## src/rtl/poly_horner_eval.sv

```systemverilog
// poly_horner_eval: evaluates r = a_D*x^D + ... + a_1*x + a_0 with Horner's
// method on one shared multiply/add datapath. Values are entered one per
// go press/release: a_D first, then down to a_0, then x.
//
// Ports:
//   clk          clock
//   resetn       synchronous, active-low reset
//   go           level entry strobe (active-high)
//   data_in      value being entered (WIDTH bits)
//   data_result  registered result of the last evaluation
//   overflow     registered; set if any intermediate of the last evaluation
//                exceeded 2^WIDTH-1
//   done         one-cycle pulse when data_result/overflow update
//   busy         high while evaluating (multiply/add steps)
//   load_ptr     index of the next value expected: 0=a_D ... D=a_0, D+1=x
module poly_horner_eval #(
  parameter int WIDTH    = 8,
  parameter int DEGREE   = 2,
  parameter int SATURATE = 0
) (
  input  logic                        clk,
  input  logic                        resetn,
  input  logic                        go,
  input  logic [WIDTH-1:0]            data_in,
  output logic [WIDTH-1:0]            data_result,
  output logic                        overflow,
  output logic                        done,
  output logic                        busy,
  output logic [$clog2(DEGREE+2)-1:0] load_ptr
);

  localparam int               PW       = $clog2(DEGREE+2);
  localparam logic [PW-1:0]    PTR_X    = PW'(DEGREE+1);
  localparam logic [PW-1:0]    K_TOP    = PW'(DEGREE-1);
  localparam logic [WIDTH-1:0] ALL_ONES = {WIDTH{1'b1}};

  typedef enum logic [2:0] {
    S_LOAD      = 3'd0,
    S_LOAD_WAIT = 3'd1,
    S_MUL       = 3'd2,
    S_ADD       = 3'd3,
    S_DONE      = 3'd4
  } state_t;

  state_t           state_q, state_d;
  logic [WIDTH-1:0] coef_q [0:DEGREE];
  logic [WIDTH-1:0] coef_d [0:DEGREE];
  logic [WIDTH-1:0] x_q, x_d;
  logic [WIDTH-1:0] acc_q, acc_d;
  logic [WIDTH-1:0] data_result_q, data_result_d;
  logic             overflow_q, overflow_d;
  logic             ov_q, ov_d;
  logic [PW-1:0]    load_ptr_q, load_ptr_d;
  logic [PW-1:0]    k_q, k_d;

  logic [2*WIDTH-1:0] prod_s;
  logic [WIDTH:0]     sum_s;
  logic [WIDTH-1:0]   coef_sel_s;
  logic [WIDTH-1:0]   mul_val_s, add_val_s;
  logic               mul_ovf_s, add_ovf_s;

  // State and datapath registers with synchronous active-low reset
  always_ff @(posedge clk) begin
    if (!resetn) begin
      state_q       <= S_LOAD;
      x_q           <= '0;
      acc_q         <= '0;
      data_result_q <= '0;
      overflow_q    <= 1'b0;
      ov_q          <= 1'b0;
      load_ptr_q    <= '0;
      k_q           <= '0;
      for (int i = 0; i <= DEGREE; i++) coef_q[i] <= '0;
    end else begin
      state_q       <= state_d;
      x_q           <= x_d;
      acc_q         <= acc_d;
      data_result_q <= data_result_d;
      overflow_q    <= overflow_d;
      ov_q          <= ov_d;
      load_ptr_q    <= load_ptr_d;
      k_q           <= k_d;
      for (int i = 0; i <= DEGREE; i++) coef_q[i] <= coef_d[i];
    end
  end

  // Next-state logic
  always_comb begin
    state_d = state_q;
    case (state_q)
      S_LOAD: begin
        if (go) state_d = S_LOAD_WAIT;
        else    state_d = S_LOAD;
      end
      // Holding go keeps us here, so a long press is still a single entry
      S_LOAD_WAIT: begin
        if (go)                       state_d = S_LOAD_WAIT;
        else if (load_ptr_q == PTR_X) state_d = S_MUL;
        else                          state_d = S_LOAD;
      end
      S_MUL: state_d = S_ADD;
      S_ADD: begin
        if (k_q == '0) state_d = S_DONE;
        else           state_d = S_MUL;
      end
      S_DONE:  state_d = S_LOAD;
      default: state_d = S_LOAD;
    endcase
  end

  // Shared multiply/add arithmetic with overflow detection and wrap/clamp
  always_comb begin
    coef_sel_s = '0;
    for (int i = 0; i <= DEGREE; i++) begin
      coef_sel_s = (k_q == PW'(i)) ? coef_q[i] : coef_sel_s;
    end
    prod_s    = {{WIDTH{1'b0}}, acc_q} * {{WIDTH{1'b0}}, x_q};
    mul_ovf_s = |prod_s[2*WIDTH-1:WIDTH];
    mul_val_s = (mul_ovf_s && (SATURATE != 0)) ? ALL_ONES : prod_s[WIDTH-1:0];
    sum_s     = {1'b0, acc_q} + {1'b0, coef_sel_s};
    add_ovf_s = sum_s[WIDTH];
    add_val_s = (add_ovf_s && (SATURATE != 0)) ? ALL_ONES : sum_s[WIDTH-1:0];
  end

  // Register next-values: value capture, Horner steps, result latch
  always_comb begin
    x_d           = x_q;
    acc_d         = acc_q;
    data_result_d = data_result_q;
    overflow_d    = overflow_q;
    ov_d          = ov_q;
    load_ptr_d    = load_ptr_q;
    k_d           = k_q;
    for (int i = 0; i <= DEGREE; i++) coef_d[i] = coef_q[i];
    case (state_q)
      S_LOAD: begin
        if (go) begin
          // Slot D+1 is x; slot p holds coefficient a_(D-p)
          if (load_ptr_q == PTR_X) begin
            x_d = data_in;
          end else begin
            for (int i = 0; i <= DEGREE; i++) begin
              if (load_ptr_q == PW'(DEGREE - i)) coef_d[i] = data_in;
              else                               coef_d[i] = coef_q[i];
            end
          end
        end else begin
          x_d = x_q;
        end
      end
      S_LOAD_WAIT: begin
        if (!go) begin
          if (load_ptr_q == PTR_X) begin
            acc_d = coef_q[DEGREE];
            ov_d  = 1'b0;
            k_d   = K_TOP;
          end else begin
            load_ptr_d = load_ptr_q + PW'(1);
          end
        end else begin
          load_ptr_d = load_ptr_q;
        end
      end
      S_MUL: begin
        acc_d = mul_val_s;
        ov_d  = ov_q | mul_ovf_s;
      end
      S_ADD: begin
        acc_d = add_val_s;
        ov_d  = ov_q | add_ovf_s;
        if (k_q == '0) begin
          data_result_d = add_val_s;
          overflow_d    = ov_q | add_ovf_s;
        end else begin
          k_d = k_q - PW'(1);
        end
      end
      S_DONE: load_ptr_d = '0;
      default: begin
        acc_d = acc_q;
      end
    endcase
  end

  // Moore status outputs decoded from the state register
  always_comb begin
    busy = 1'b0;
    done = 1'b0;
    case (state_q)
      S_MUL:   busy = 1'b1;
      S_ADD:   busy = 1'b1;
      S_DONE:  done = 1'b1;
      default: busy = 1'b0;
    endcase
  end

  assign data_result = data_result_q;
  assign overflow    = overflow_q;
  assign load_ptr    = load_ptr_q;

endmodule
```

## config.mk

```make
export PLATFORM = sky130hd
export DESIGN_NAME = poly_horner_eval
export DESIGN_NICKNAME = d
export VERILOG_FILES = /design/src/rtl/poly_horner_eval.sv
export SDC_FILE = /design/constraint.sdc
export NUM_CORES = 1
export LEC_CHECK = 0
export BUFFER_PORTS_ARGS = -buffer_cell sky130_fd_sc_hd__buf_2
export CAP_MARGIN = 20
export CORE_MARGIN = 2
export CORE_UTILIZATION = 55
export DETAILED_ROUTE_END_ITERATION = 10
export PLACE_DENSITY = 0.72
export SYNTH_ARGS = -nofsm -noshare
export SYNTH_HDL_FRONTEND = slang
export SYNTH_SLANG_ARGS = --single-unit
export TNS_END_PERCENT = 100
```

## constraint.sdc

```tcl
create_clock -name clk -period 6.3 [get_ports clk]
set_input_delay 0.63 -clock clk [delete_from_list [all_inputs] [get_ports clk]]
set_output_delay 0.63 -clock clk [all_outputs]
set_load 0.1 [all_outputs]
```

# Yosys cells after proc, flatten, opt, wreduce, memory -nomap -nowiden
# Memory sizes are Yosys's and may differ from the RTL's.
# Index checks and enable logic that the tools add are counted.
# word_totals
reg_bits,33
latchBits,0
mem_bits_rw,24
mem_bits_ro,0
in_bits,11
out_inout_bits,13
word_cells,78
memories,1
# classes
add_sub_neg,3
n_mul,1
div_mod_pow,0
order_cmp,0
eq_ne,13
shift,0
n_mux,34
n_bitwise,5
n_reduce_logical,13
# memory_table
name,words,width,read_ports,rd_ports_with_merged_regs,wr,line_no,text
coef_q,3,8,3,0,3,46,logic [WIDTH-1:0] coef_q [0:DEGREE];
# op_table
operator,n
8-bit two-way mux,11
24-bit two-way mux,3
8-bit case mux with 3 select lines,1
8-bit by 8-bit multiplier with 16-bit output,1
2-bit two-way mux,7
3-bit case mux with 4 select lines,1
8-bit by 8-bit adder with 9-bit output,1
3-bit AND reduction,3
"2-bit inequality test, second input constant",4
2-bit case mux with 2 select lines,2
8-bit OR reduction,1
1-bit two-way mux,7
"2-bit == test, second input constant",3
"3-bit by 2-bit == test with 1-bit output, second input constant",2
1-bit bitwise OR,5
"2-bit by 1-bit == test with 1-bit output, second input constant",2
2-bit zero test,2
4-bit AND reduction,1
2-bit nonzero test,2
"3-bit by 1-bit == test with 1-bit output, second input constant",1
"3-bit == test, second input constant",1
3-bit zero test,1
3-bit two-way mux,1
1-bit case mux with 3 select lines,1
other kinds (5),5

# Longest topological paths before layout
# logic_depth
word_depth,7
mapped_depth,18
depth_no_buf,16

# Worst setup path after synthesis
# OpenSTA, ideal clock, no wires.
# synth_timing
path_type,register to register
from,register acc_q[3]
to,register ov_q
setup_ps,137
arrival_ps,4250
required_time_ps,6163
slack_ps,1913
stages_incl_launch_ff,16
path_buffers,1
synth_period_minus_slack_ps,4387
path_cell_list,dfxtp_1 clkbuf_1 nand2_1 fa_1 fa_1 fa_1 fa_1 inv_1 ha_1 o21ai_0 nor2_1 o41a_1 a21o_1 a21oi_1 xor2_1 a41oi_2
# synth_via
elab_chain_cells,4
elab_cells_between_ends,6
cone_classes,add/sub (1); mul (1); mux (1); bitwise (2); reduce/logical (1)
# synth_rtl
item,line_no,text
"start, declared",49,"logic [WIDTH-1:0] acc_q, acc_d;"
"start signal, assigned",67,acc_q <= '0;
"start signal, assigned",77,acc_q <= acc_d;
8-bit by 8-bit multiplier with 16-bit output,117,"prod_s = {{WIDTH{1'b0}}, acc_q} * {{WIDTH{1'b0}}, x_q};"
8-bit OR reduction,118,mul_ovf_s = |prod_s[2*WIDTH-1:WIDTH];
1-bit bitwise OR,166,ov_d = ov_q | mul_ovf_s;
1-bit case mux with 3 select lines (*),135,case (state_q)
"end signal, assigned",80,ov_q <= ov_d;
"end, declared",52,"logic ov_q, ov_d;"
# Every way passes the cells marked *; elsewhere a longest branch is shown, timed or not.
# A chain may end at the register's enable or synchronous reset.

# Worst setup path after layout
# Same ends and word-level chain as after synthesis.

==> summary.txt <==
Setup path
  • Critical Path RT: roughly 6.5 ns
  • CP Max Fanout: 10
  • Reg2reg start: acc_q[3]
  • Critical path startpoint: acc_q[3]
  • Largest stage delay, worst path: between 0.5 and 0.6 ns
  • Most used cell, CP: fa_1
  • CP arrival: 4.80 ns
  • CP max-delay cell: fa_1
  • Worst Setup End Kind: flop
  • Worst-path cell chain: nand2_1 > fa_1 > fa_1 > fa_1 > fa_1 > inv_1 > ha_1 > o21ai_0 > nor2_1 > o41a_1 > a21o_1 > a21oi_1 > xor2_1 > a41oi_2
  • CP startpoint kind: flop
  • Worst reg-to-reg setup slack: between 1.5 and 2 ns
  • WS Path Type: reg2reg

Logic synthesis
  • Area leader, netlist: dfxtp_1
  • Avg Cell Area, Syn: 8.098 µm²
  • Most frequent cell after synthesis: nand2_1
  • Top cells by instance count after synthesis: 105 x nand2_1, 64 x inv_1, 57 x dfxtp_1, 51 x ha_1, 37 x fa_1
  • Synth Net Count: 728
  • Synth cell types: between 50 and 60
  • Synthesis warning total: 0
  • Cell count after synthesis: ~630
  • Ys flop type: dfxtp_1
  • Area contributors post-synth: dfxtp_1 22%, fa_1 15%, ha_1 13%
  • Sequential share of the synthesized area: 0.2240
  • Post-synth EDFFs: 0
  • Post-synth top area share: 0.2240
  • Area of the mapped netlist: 5094 µm²
  • Register bit total from synthesis: 57
  • Asr flop ratio synth: 0

Routing
  • Overall via count from detail_route: roughly 4200
  • Avg WL per Cell: ~15 µm
  • Routed vias/inst: between 5 and 6
  • DRT antenna net count: 0
  • DRC viols: 0
  • Initial DRC count: about 270
  • Final WL: roughly 11000 µm
  • DR pass1 iterations: 5

STA
  • Slew Limit Fails: 0
  • Final period utilization: 0.7277
  • Worst Max-Slew Pin Slew: 0.9526 ns
  • Minimum clock period: between 4 and 5 ns
  • Final Hold Vio Count: 0
  • RSZ-0062 raised after global routing: no
  • Setup WS post-layout: ~1.7 ns
  • Peak Freq: about 0.22 GHz
  • Fin Clk Skew: roughly 0.0088 ns
  • Rel. slew slack: 0.3641
  • Final setup viols: 0
  • TNS Setup: 0 ns
  • Worst hold margin: approximately 0.46 ns

Floorplanning
  • Core region area: slightly above 9000 µm²
  • Die Span Y: ~100 µm
  • Die Width: 100.2 µm
  • FP Rows: 35
  • I/O pin total: 24
  • Die area: about 10000 µm²
  • Starting Density: 0.5592

Clocking
  • Clock buffer count from CTS: 9
  • H-tree Lvls: 3
  • Buffer count from post-CTS setup fixing: 0
  • Clock Path Buffers: 2
  • CTS tree: yes
  • Clock slew at reported path FFs: 0.07 ns
  • # resized after CTS: 0
  • Clk sink count: 57
  • CTS Hold Bufs: 0
  • CTS root buffer: clkbuf_8
  • Worst skew pair latency: around 0.34 ns

Global routing
  • Gr usage total: 0.2399
  • First-pass GRT wire length: 19000 µm
  • Largest net degree at the start of global routing: 57
  • Total grt overflow: 0
  • Vias in the first global route: a little over 4000
  • Initial antenna violation count: 0

Min path
  • Worst hold path type: reg2reg
  • Hold path start: coef_q[0][1]

Pwr
  • P_leak: 2.465 nW
  • Overall Power: 801.2 µW
  • VDD IR max: roughly 0.15 mV
  • PD cells: around 150 nW/µm²

Layout
  • Fraction of layout cells with a size suffix above 1: 0.08070
  • Final cell count without fillers: around 740
  • ANT cells: 0
  • Syn-to-layout area delta: 6.730%
  • Nets: between 700 and 800

Place
  • Port buffer count: 23
  • Post-Place Cells: about 730
  • HPWL Detailed: 9104 µm
  • Pre-CTS WS: 1.730 ns
  • GPL Wtd Cong: 0.8539

Flow run
  • Max_cap viols: 0

Status
  • Outcome: complete, no violations
==> sequential cells by signal, summed over array words and instances (netlist names) <==
name and cells:
coef_q 24, ov_q 1, state_q 3, k_q 2, x_q 8, overflow 1, data_result 8, load_ptr 2
acc_q 8
==> per-layer routing <==
layer	routed length [µm]	up-vias	GRT usage
met5	0	-	0
met4	179	0	0.06112
met3	423	19	0.03969
met2	5709	116	0.4285
met1	5094	1951	0.3007
li1	-	2078	-
==> stage by stage <==
step / utilization / cell area, µm²
5_1_grt: 0.5968 / 5436
6_report: 0.5968 / 5436
2_1_floorplan: - / 5094
4_1_cts: 0.5968 / 5436
3_3_place_gp: 0.5720 / 5210
3_5_place_dp: 0.5720 / 5210
==> worst max-delay path: cells and delay by family, from the launching register on <==
kind	cells	cell delay, ns
AOI/OAI and AO/OA	5	1.05
and+or+nand+nor	2	0.23
xor gates and xnor gates	1	0.19
DFF	1	0.53
adders and majority gates	5	2.42
buffers and inverters	1	0.04
==> final timing paths <==
path,endpoint,cells after the start
max,ov_q,14
min,coef_q[0][1],2
max reg2reg,ov_q,14
min reg2reg,coef_q[0][1],2
==> cells by family (layout without fill, tap and decap cells) <==
| logic type | Yosys count | in the layout | synth area share |
|---|---|---|---|
| AO/OA/AOI/OAI | 131 | 131 | 0.1751 |
| XOR/XNOR | 12 | 12 | 0.02063 |
| adder cells (fa/ha/maj) | 88 | 88 | 0.2707 |
| buffers and inverters | 104 | 107 | 0.07787 |
| flip-flops | 57 | 57 | 0.2240 |
| multiplexers | 12 | 12 | 0.02358 |
| AND/OR/NAND/NOR | 225 | 225 | 0.2081 |
==> report_power, final <==
part | total, mW | internal [mW] | switching (mW)
logic | 0.0410 | 0.0146 | 0.0264
clock network | 0.388 | 0.226 | 0.163
registers | 0.372 | 0.365 | 0.00652
total | 0.801 | 0.606 | 0.196
==> cell type report <==
cell class	instances	area, µm²
inverters	67	251.5
multi-input cells	468	3556
fillers	817	3672
clock inverters	7	102.6
well taps	111	138.9
repair buffers	24	122.6
flip-flops and latches	57	1141
clock buffers	9	123.9
==> cells in the final DEF, fill, tap and decap left out, types with 2 or more instances in the layout <==
cell	n
a211oi_1	6
a21boi_0	4
a21boi_1	28
a21o_1	5
a21oi_1	30
a31oi_1	4
and2_1	33
and3_1	3
buf_2	23
bufinv_16	2
clkbuf_8	9
clkinv_4	3
dfxtp_1	57
fa_1	37
ha_1	51
inv_1	64
inv_2	3
mux2i_1	12
nand2_1	105
nand2b_1	3
nand3_1	26
nand3b_1	2
nor2_1	26
nor2b_1	14
nor3_1	3
nor3b_1	2
nor4_1	4
nor4b_1	2
o211a_1	2
o211ai_1	3
o21a_1	6
o21ai_0	25
o21bai_1	2
xnor2_1	11
No activity file was read; power rests on OpenSTA's default activity.
